$ cat src/rtl/y86_mem_pkg.sv
// y86_mem_pkg: shared sizes, FSM states and requester ids for the memory port arbiter.
package y86_mem_pkg;
  localparam int MEM_SIZE = 4096;
  localparam int IF_MAX_LEN = 10;
  localparam int DM_LEN = 8;
  typedef enum logic [1:0] {ST_IDLE, ST_XFER, ST_DONE} arb_state_t;
  typedef enum logic {REQ_IF, REQ_DM} arb_req_t;
endpackage

$ cat src/rtl/mem_range_check.sv
// mem_range_check: flags zero/overlong lengths, 64-bit wrap and out-of-array accesses.
// Build option DM_ALIGN_CHECK_EN also rejects data accesses not on a quadword boundary.
module mem_range_check #(
  parameter int MEM_SIZE = 4096
) (
  input  logic [63:0] addr,
  input  logic [3:0]  len,
  input  logic        is_dm,
  output logic        err
);
  import y86_mem_pkg::*;
  logic [64:0] last;
  logic        mis;
  // 65-bit end address so a wrap past 2^64 lands above MEM_SIZE
  assign last = {1'b0, addr} + {61'b0, len} - 65'd1;
`ifdef DM_ALIGN_CHECK_EN
  assign mis = is_dm && addr[2:0] != 3'd0;
`else
  assign mis = 1'b0;
`endif
  assign err = len == 4'd0 || (!is_dm && len > 4'(IF_MAX_LEN)) || last >= 65'(MEM_SIZE) || mis;
endmodule

$ cat src/rtl/mem_port_arbiter.sv
// mem_port_arbiter: shares the byte-wide memory between fetch and data ports, one byte per cycle.
// Optional DM_ALIGN_CHECK_EN makes unaligned data accesses an error.
module mem_port_arbiter #(
  parameter int MEM_SIZE = 4096,
  parameter int AW = 12
) (
  input  logic          clk,
  input  logic          rst,
  input  logic          if_req,
  input  logic [63:0]   if_addr,
  input  logic [3:0]    if_len,
  output logic [79:0]   if_rdata,
  output logic          if_done,
  output logic          if_err,
  input  logic          dm_req,
  input  logic          dm_we,
  input  logic [63:0]   dm_addr,
  input  logic [63:0]   dm_wdata,
  output logic [63:0]   dm_rdata,
  output logic          dm_done,
  output logic          dm_err,
  output logic [AW-1:0] mem_addr,
  output logic          mem_we,
  output logic [7:0]    mem_wdata,
  input  logic [7:0]    mem_rdata
);
  import y86_mem_pkg::*;
  arb_state_t    state_q, state_d;
  arb_req_t      last_q, last_d, gnt_q, gnt_d, sel;
  logic [AW-1:0] addr_q, addr_d;
  logic [3:0]    len_q, len_d, k_q, k_d, g_len;
  logic          we_q, we_d, err_q, err_d, g_err;
  logic [63:0]   wdata_q, wdata_d, dmr_q, dmr_d, g_addr;
  logic [79:0]   ifr_q, ifr_d;
  // ties go to whoever was not served last
  assign sel = (if_req && dm_req) ? (last_q == REQ_IF ? REQ_DM : REQ_IF) : (dm_req ? REQ_DM : REQ_IF);
  assign g_addr = sel == REQ_DM ? dm_addr : if_addr;
  assign g_len = sel == REQ_DM ? 4'(DM_LEN) : if_len;
  mem_range_check #(.MEM_SIZE(MEM_SIZE)) u_chk (
    .addr  (g_addr),
    .len   (g_len),
    .is_dm (sel == REQ_DM),
    .err   (g_err)
  );
  always_comb begin
    state_d = state_q;
    last_d = last_q;
    gnt_d = gnt_q;
    addr_d = addr_q;
    len_d = len_q;
    we_d = we_q;
    wdata_d = wdata_q;
    k_d = k_q;
    err_d = err_q;
    ifr_d = ifr_q;
    dmr_d = dmr_q;
    mem_addr = '0;
    mem_we = 1'b0;
    mem_wdata = 8'd0;
    case (state_q)
      ST_IDLE: if (if_req || dm_req) begin
        gnt_d = sel;
        addr_d = g_addr[AW-1:0];
        len_d = g_len;
        we_d = dm_we && sel == REQ_DM;
        wdata_d = dm_wdata;
        k_d = 4'd0;
        err_d = g_err;
        state_d = g_err ? ST_DONE : ST_XFER;
        if (sel == REQ_DM) dmr_d = '0;
        else ifr_d = '0;
      end
      ST_XFER: begin
        mem_addr = addr_q + AW'(k_q);
        mem_we = we_q;
        mem_wdata = we_q ? wdata_q[{k_q[2:0], 3'b000} +: 8] : 8'd0;
        if (!we_q && gnt_q == REQ_IF) ifr_d[{k_q, 3'b000} +: 8] = mem_rdata;
        if (!we_q && gnt_q == REQ_DM) dmr_d[{k_q[2:0], 3'b000} +: 8] = mem_rdata;
        k_d = k_q + 4'd1;
        state_d = k_q == len_q - 4'd1 ? ST_DONE : ST_XFER;
      end
      ST_DONE: begin
        last_d = gnt_q;
        state_d = ST_IDLE;
      end
      default: state_d = ST_IDLE;
    endcase
  end
  always_ff @(posedge clk or posedge rst) begin
    if (rst) begin
      state_q <= ST_IDLE;
      last_q <= REQ_IF;
      gnt_q <= REQ_IF;
      addr_q <= '0;
      len_q <= 4'd0;
      we_q <= 1'b0;
      wdata_q <= 64'd0;
      k_q <= 4'd0;
      err_q <= 1'b0;
      ifr_q <= 80'd0;
      dmr_q <= 64'd0;
    end else begin
      state_q <= state_d;
      last_q <= last_d;
      gnt_q <= gnt_d;
      addr_q <= addr_d;
      len_q <= len_d;
      we_q <= we_d;
      wdata_q <= wdata_d;
      k_q <= k_d;
      err_q <= err_d;
      ifr_q <= ifr_d;
      dmr_q <= dmr_d;
    end
  end
  assign if_done = state_q == ST_DONE && gnt_q == REQ_IF;
  assign dm_done = state_q == ST_DONE && gnt_q == REQ_DM;
  assign if_err = if_done && err_q;
  assign dm_err = dm_done && err_q;
  assign if_rdata = ifr_q;
  assign dm_rdata = dmr_q;
endmodule
$ cat config.mk
export PLATFORM = sky130hd
export DESIGN_NAME = mem_port_arbiter
export DESIGN_NICKNAME = d
export VERILOG_FILES = /design/src/rtl/y86_mem_pkg.sv /design/src/rtl/mem_range_check.sv /design/src/rtl/mem_port_arbiter.sv
export SDC_FILE = /design/constraint.sdc
export NUM_CORES = 1
export LEC_CHECK = 0
export ABC_AREA = 0
export CAP_MARGIN = 20
export CORE_ASPECT_RATIO = 1.2
export CORE_MARGIN = 10
export CORE_UTILIZATION = 51
export DETAILED_ROUTE_END_ITERATION = 6
export GPL_TIMING_DRIVEN = 0
export PLACE_DENSITY = 0.81
export SLEW_MARGIN = 40
export SYNTH_ARGS = -nofsm -noshare
export SYNTH_HDL_FRONTEND = slang
export SYNTH_SLANG_ARGS = --single-unit
export TNS_END_PERCENT = 10
$ cat constraint.sdc
create_clock -name clk -period 10.55 [get_ports clk]
set_clock_uncertainty 0.1 [all_clocks]
set_input_delay 2.11 -clock clk [delete_from_list [all_inputs] [get_ports clk]]
set_output_delay 2.11 -clock clk [all_outputs]
set_load 0.02 [all_outputs]
; Word-level counts from Yosys, hierarchy flattened
; Cells that the tools add are included.
[totals]
ff_bits = 234
in_bits = 209
output_inout_bits = 169
[classes]
n_addsub = 7
n_lt_le_gt_ge = 2
n_eq_ne = 8
n_shift = 5
n_mux = 25
n_bitwise = 1
reduce_logical = 21
[op_table]
columns = op, n
row1 = $mux W64, 4
row2 = $mux W80, 3
row3 = $pmux W80 S2, 1
row4 = $pmux W64 S2, 1
row5 = $bwmux W80, 1
row6 = $shift A8 B9 Y80 const A, 1
row7 = $shiftx A8 B9 Y80, 1
row8 = $add A64 B4 Y65, 1
row9 = $ge A65 B13 Y1 const B, 1
row10 = $sub A65 B1 Y65 const B, 1
row11 = $bwmux W64, 1
row12 = $shift A8 B8 Y64 const A, 1
row13 = $shiftx A64 B7 Y8, 1
row14 = $shiftx A8 B8 Y64, 1
row15 = $mux W8, 2
row16 = $add A12 B4 Y12, 1
row17 = $mux W12, 1
row18 = $logic_and A1 B1 Y1, 9
row19 = $neg A7 Y9, 1
row20 = $mux W4, 2
row21 = $ne A2 B2 Y1 const B, 4
row22 = $neg A6 Y8, 1
row23 = $pmux W4 S2, 1
row24 = $reduce_and A4 Y1, 2
row25 = other kinds (17), 26

; Longest topological paths before layout
[logic_depth]
depth_word = 10
ltp_mapped = 22
ltp_nobuf = 20

; Hierarchy
; Synthesis repeated with hierarchy kept, for this count alone.
[hier_totals]
cells_unflattened = 2040
area_unflattened_um2 = 16310.6
[modules_own_cells]
columns = module, n_inst, cells_each, area_per_inst_um2
row1 = mem_port_arbiter, 1, 1255, 11239.5
row2 = mem_range_check, 1, 785, 5071.1

; Least setup slack after synthesis
; No wires, ideal clock.
[synth_timing]
path_type = input -> register
startpoint = input port if_req
endpoint = register state_q[0]
setup_ns = 0.078
arrival_time_ns = 6.469
path_slack_ns = 3.903
cell_stages = 22
path_buffers = 2
cell_sequence = nand2_1 > nand2_1 > clkbuf_1 > buf_1 > mux2i_1 > ha_1 > inv_1 > ha_1 > inv_1 > fa_1 > nor2b_1 > o2111ai_1 > a2111oi_4 > o311a_4 > o21ai_4 > nor2_4 > a22oi_1 > or3_1 > nor4_1 > nand4_1 > nor4_2 > o21bai_1
[synth_between]
elab_chain_cells = 10
[synth_rtl]
columns = item, line
row1 = "start, declared", mem_port_arbiter.sv:9  ; input logic if_req,
row2 = $logic_and A1 B1 Y1, mem_port_arbiter.sv:36  ; assign sel = (if_req && dm_req) ? (last_q == REQ_IF ? REQ_DM : REQ_IF) : (dm_req ? REQ_DM : REQ_IF);
row3 = $mux W1, mem_port_arbiter.sv:36
row4 = $mux W64 / $mux W4 (equally long branches), "mem_port_arbiter.sv:37, mem_port_arbiter.sv:38"
row5 = $add A64 B4 Y65 / $gt A4 B4 Y1 (equally long branches), "mem_range_check.sv:15, mem_range_check.sv:21"
row6 = $sub A65 B1 Y65 / $logic_and A1 B1 Y1 (equally long branches), "mem_range_check.sv:15, mem_range_check.sv:21"
row7 = $ge A65 B13 Y1 / $logic_or A1 B1 Y1 (equally long branches), mem_range_check.sv:21  ; assign err = len == 4'd0 || (!is_dm && len > 4'(IF_MAX_LEN)) || last >= 65'(MEM_SIZE) || mis;
row8 = $logic_or A1 B1 Y1, mem_range_check.sv:21
row9 = $mux W2, mem_port_arbiter.sv:69  ; state_d = g_err ? ST_DONE : ST_XFER;
row10 = $mux W2, mem_port_arbiter.sv:61  ; ST_IDLE: if (if_req || dm_req) begin
row11 = $pmux W2 S2, mem_port_arbiter.sv:60  ; case (state_q)
row12 = "end signal, assigned", mem_port_arbiter.sv:103  ; state_q <= state_d;
row13 = "end, declared", mem_port_arbiter.sv:28  ; arb_state_t state_q, state_d;
; Parallel ways exist; a longest one is shown, timed or not. The select of a mux whose other input is x is not followed.
; A chain may end at the register's enable or synchronous reset.

; Final worst setup path
; Same ends and word-level chain as after synthesis.

==> flow_metrics.py <==
metrics = {
    "hold_path": {
        "holdCritPathClass": "reg -> reg",
        "hold_depth": 2,
    },
    "clock_tree": {
        "cts_resized": 0,
        "cts_max_level": 1,
        "cts_hold_buf": 0,
        "clockBufferDepth": 3,
        "cts_tree": "done",
        "cts_num_sinks": 234,
        "clk_pin_slew_ns": 0.07,
        "cts_setup_buffers": 0,
        "numCtsBuffers": 21,
        "clk_latency_ns": 0.50,
        "root_buffer": "clkbuf_16",
    },
    "timing": {
        "min_period_ns": 8.055,
        "rsz0062_at_grt": "false",
        "max_slew.worst_pin.slew_ns": 0.8327,
        "fin_crit_sh_pct": 76.35,
        "finalSetupViolCount": 0,
        "hold_viol": 0,
        "max_freq_ghz": 0.1242,
        "worst_slack_ns": 2.495,
        "relSlewSlack_pct": 44.11,
        "drv_slew": 0,
    },
    "placement": {
        "dp_hpwl_mm": 44.67,
        "place_inst": 2418,
        "io_buffers": 377,
        "gp_congestion": 1.003,
        "pre_cts_slack_ns": 1.987,
    },
    "worst_setup_path": {
        "critPathKind": "in -> reg",
        "cp_cell_sequence": "clkdlybuf4s50_1 > nand2_1 > nand2_1 > clkbuf_2 > buf_1 > mux2i_1 > ha_1 > inv_1 > ha_1 > inv_1 > fa_1 > nor2b_1 > o21a_1 > o2111ai_1 > a31oi_2 > o21ai_0 > mux2i_1 > nor4_1 > nand4_1 > nor4_1 > nand4_1 > nor4_2 > o21bai_1",
        "cp_num_buf_inv": 5,
        "reg2regPathDepth": 22,
        "crit_family": "simple AND/OR/NAND/NOR gates",
        "slowest_delay_ns": 0.69,
        "slowest_stage": "buf_1",
        "cp.depth": 23,
        "cp_max_fo": 10,
        "cp.arrival_ns": 8.38,
        "endpoint_kind": "flip-flop",
        "crit_required_ns": 10.87,
        "critPathLaunchType": "input pin",
    },
    "yosys": {
        "synth.distinct_cells": 82,
        "synth_simple_gate_area_share_pct": 14.70,
        "synth_xor_area_share_pct": 2.414,
        "synthesis.nets": 1937,
        "ys_ff_latch": 234,
        "yosys_warnings": 0,
        "synth_edf_count": 0,
        "syn_avg_cell_area_um2": 9.247,
        "ys_seq_area_share_pct": 38.43,
        "synth_top_family_by_area": "compound AO/OA/AOI/OAI gates",
        "synth_area_um2": 15240,
        "ys.flop_type": "dfrtp_1",
        "syn_inst": 1648,
        "synthMuxAreaShare_pct": 11.77,
        "synthAdderAreaFrac_pct": 6.667,
        "async_reset_ff_share_pct": 100.0,
        "synth_compound_area_share_pct": 21.50,
    },
    "final_layout": {
        "nets": 2340,
        "multi_input_area_um2": 8718,
        "ff_latch_area_um2": 5856,
        "post-route-util_pct": 68.92,
        "drive_above_1_share_pct": 8.002,
        "layout.cells.non_filler": 2461,
        "fillers": 2346,
        "area_growth_pct": 33.53,
    },
    "routing": {
        "drt_pass1_iterations": 7,
        "vias_per_cell": 6.100,
        "wl_mm": 55.84,
        "drc": 0,
        "drt-initial-drc-count": 1248,
        "final_antenna_net_count": 0,
        "wl_per_cell_um": 22.69,
        "num_vias": 15010,
    },
    "floorplanning": {
        "start_util_pct": 51.61,
        "fp.coreArea_um2": 29530,
        "ios": 378,
        "dieHeight_um": 209.4,
        "dieArea_um2": 37220,
        "die_w_um": 177.8,
        "rows": 69,
    },
    "global_route": {
        "antenna_found_initial": 10,
        "grt_pass1_wl_mm": 84.59,
        "grt_max_degree": 81,
        "grt_pass1_vias": 15180,
        "grtUsageTotal_pct": 28.71,
        "overflow": 0,
    },
    "job": {
        "drv_cap": 0,
    },
    "pwr": {
        "p_total_mw": 2.795,
        "p_leak_nw": 8.776,
        "ir_worst_vdd_uv": 138.2,
        "power_density_nw_per_um2": 137.4,
    },
    "run_status": {
        "status": "finished clean",
    },
}
## registers in the layout, summed over array words and instances, names as in the netlist
register and count:
err_q 1, k_q 4, dm_rdata 64, addr_q 12
state_q 2, len_q 4, we_q 1, last_q 1
wdata_q 64, if_rdata 80, gnt_q 1
## cell type report
| type | instances | area share, % |
|---|---|---|
| inverter | 91 | 1.716 |
| antenna | 9 | 0.1107 |
| tap | 390 | 2.398 |
| sequential | 234 | 28.78 |
| timing repair buffer | 380 | 18.95 |
| buffer | 85 | 1.728 |
| clock inverter | 9 | 0.6210 |
| multi-input combinational | 1238 | 42.85 |
| clock buffer | 25 | 2.853 |
## logic make-up (layout without fill, tap and decap cells)
family,count (synthesis),after routing
simple gates,487,487
compound gates,478,478
flops,234,234
buf+inv,176,590
mux,151,151
fa+ha+maj,80,80
xor+xnor,42,42
other cells,0,9
## power by group
part | total (mW) | switching (mW) | internal, mW
clock | 0.798 | 0.333 | 0.465
combinational | 1.00 | 0.591 | 0.409
sequential | 0.997 | 0.0400 | 0.957
## layout by cell type, fill, tap and decap left out, drive strengths merged, types with 26 or more instances in the layout
cell type | synthesis | layout
buf | 27 | 29
o21ai | 131 | 131
dfrtp | 234 | 234
mux2 | 66 | 66
a32o | 27 | 27
a22o | 74 | 74
ha | 78 | 78
mux2i | 69 | 69
nor3 | 36 | 36
inv | 90 | 91
a21o | 27 | 27
xnor2 | 26 | 26
nor2 | 99 | 99
a21oi | 111 | 111
clkbuf | 58 | 84
clkdlybuf4s50 | 0 | 377
nand2 | 221 | 221
nand4 | 30 | 30
## worst reg2reg max path, cell delays in order (launching register included)
cell and delay (ns):
dfrtp_1 0.35, nand2_1 0.07, nand2_1 0.18, clkbuf_2 0.42
buf_1 0.70, mux2i_1 0.46, ha_1 0.30, inv_1 0.06
ha_1 0.17, inv_1 0.06, fa_1 0.36, nor2b_1 0.17
o21a_1 0.14, o2111ai_1 0.15, a31oi_2 0.42, o21ai_0 0.36
mux2i_1 0.22, nor4_1 0.33, nand4_1 0.23, nor4_1 0.26
nand4_1 0.25, nor4_2 0.31, o21bai_1 0.15
## synthesized netlist by cell type (all sizes together) (30+ instances only)
master / count / area share, %
a22o: 74 / 4.3
o21ai: 131 / 4.4
nand4: 30 / 1.2
nor2: 99 / 2.5
inv: 90 / 2.2
mux2i: 69 / 4.5
clkbuf: 58 / 1.4
dfrtp: 234 / 38
mux2: 66 / 4.9
ha: 78 / 6.4
a21oi: 111 / 3.7
nor3: 36 / 1.2
nand2: 221 / 5.5
## layer usage
metal | part of all wire [%] | up-vias | track usage (%)
li1 | - | 6838 | -
met1 | 36 | 7367 | 31.25
met2 | 52 | 651 | 52.63
met3 | 6.4 | 155 | 3.879
met4 | 5.6 | 2 | 15.20
met5 | 0.023 | - | 0
## final timing paths
| check | start | to | slack [ns] |
|---|---|---|---|
| max | if_req | state_q[0] | 2.50 |
| min | if_rdata[56] | if_rdata[56] | 0.38 |
| max reg2reg | last_q | state_q[0] | 4.26 |
| min reg2reg | if_rdata[56] | if_rdata[56] | 0.38 |
| max in group asynchronous | rst | if_rdata[64] | 7.55 |
| min in group asynchronous | rst | wdata_q[52] | 1.86 |
## metrics by stage
step | hold slack (ns) | setup TNS, ns | area (um2)
2_1_floorplan | 0.3501 | 0 | 15240
5_1_grt | 0.4019 | 0 | 20350
4_1_cts | 0.3840 | 0 | 20320
6_report | 0.3801 | 0 | 20350
3_5_place_dp | 0.3699 | 0 | 19610
3_3_place_gp | 0.3611 | -131.87 | 19500
No activity file was read; power rests on OpenSTA's default activity.
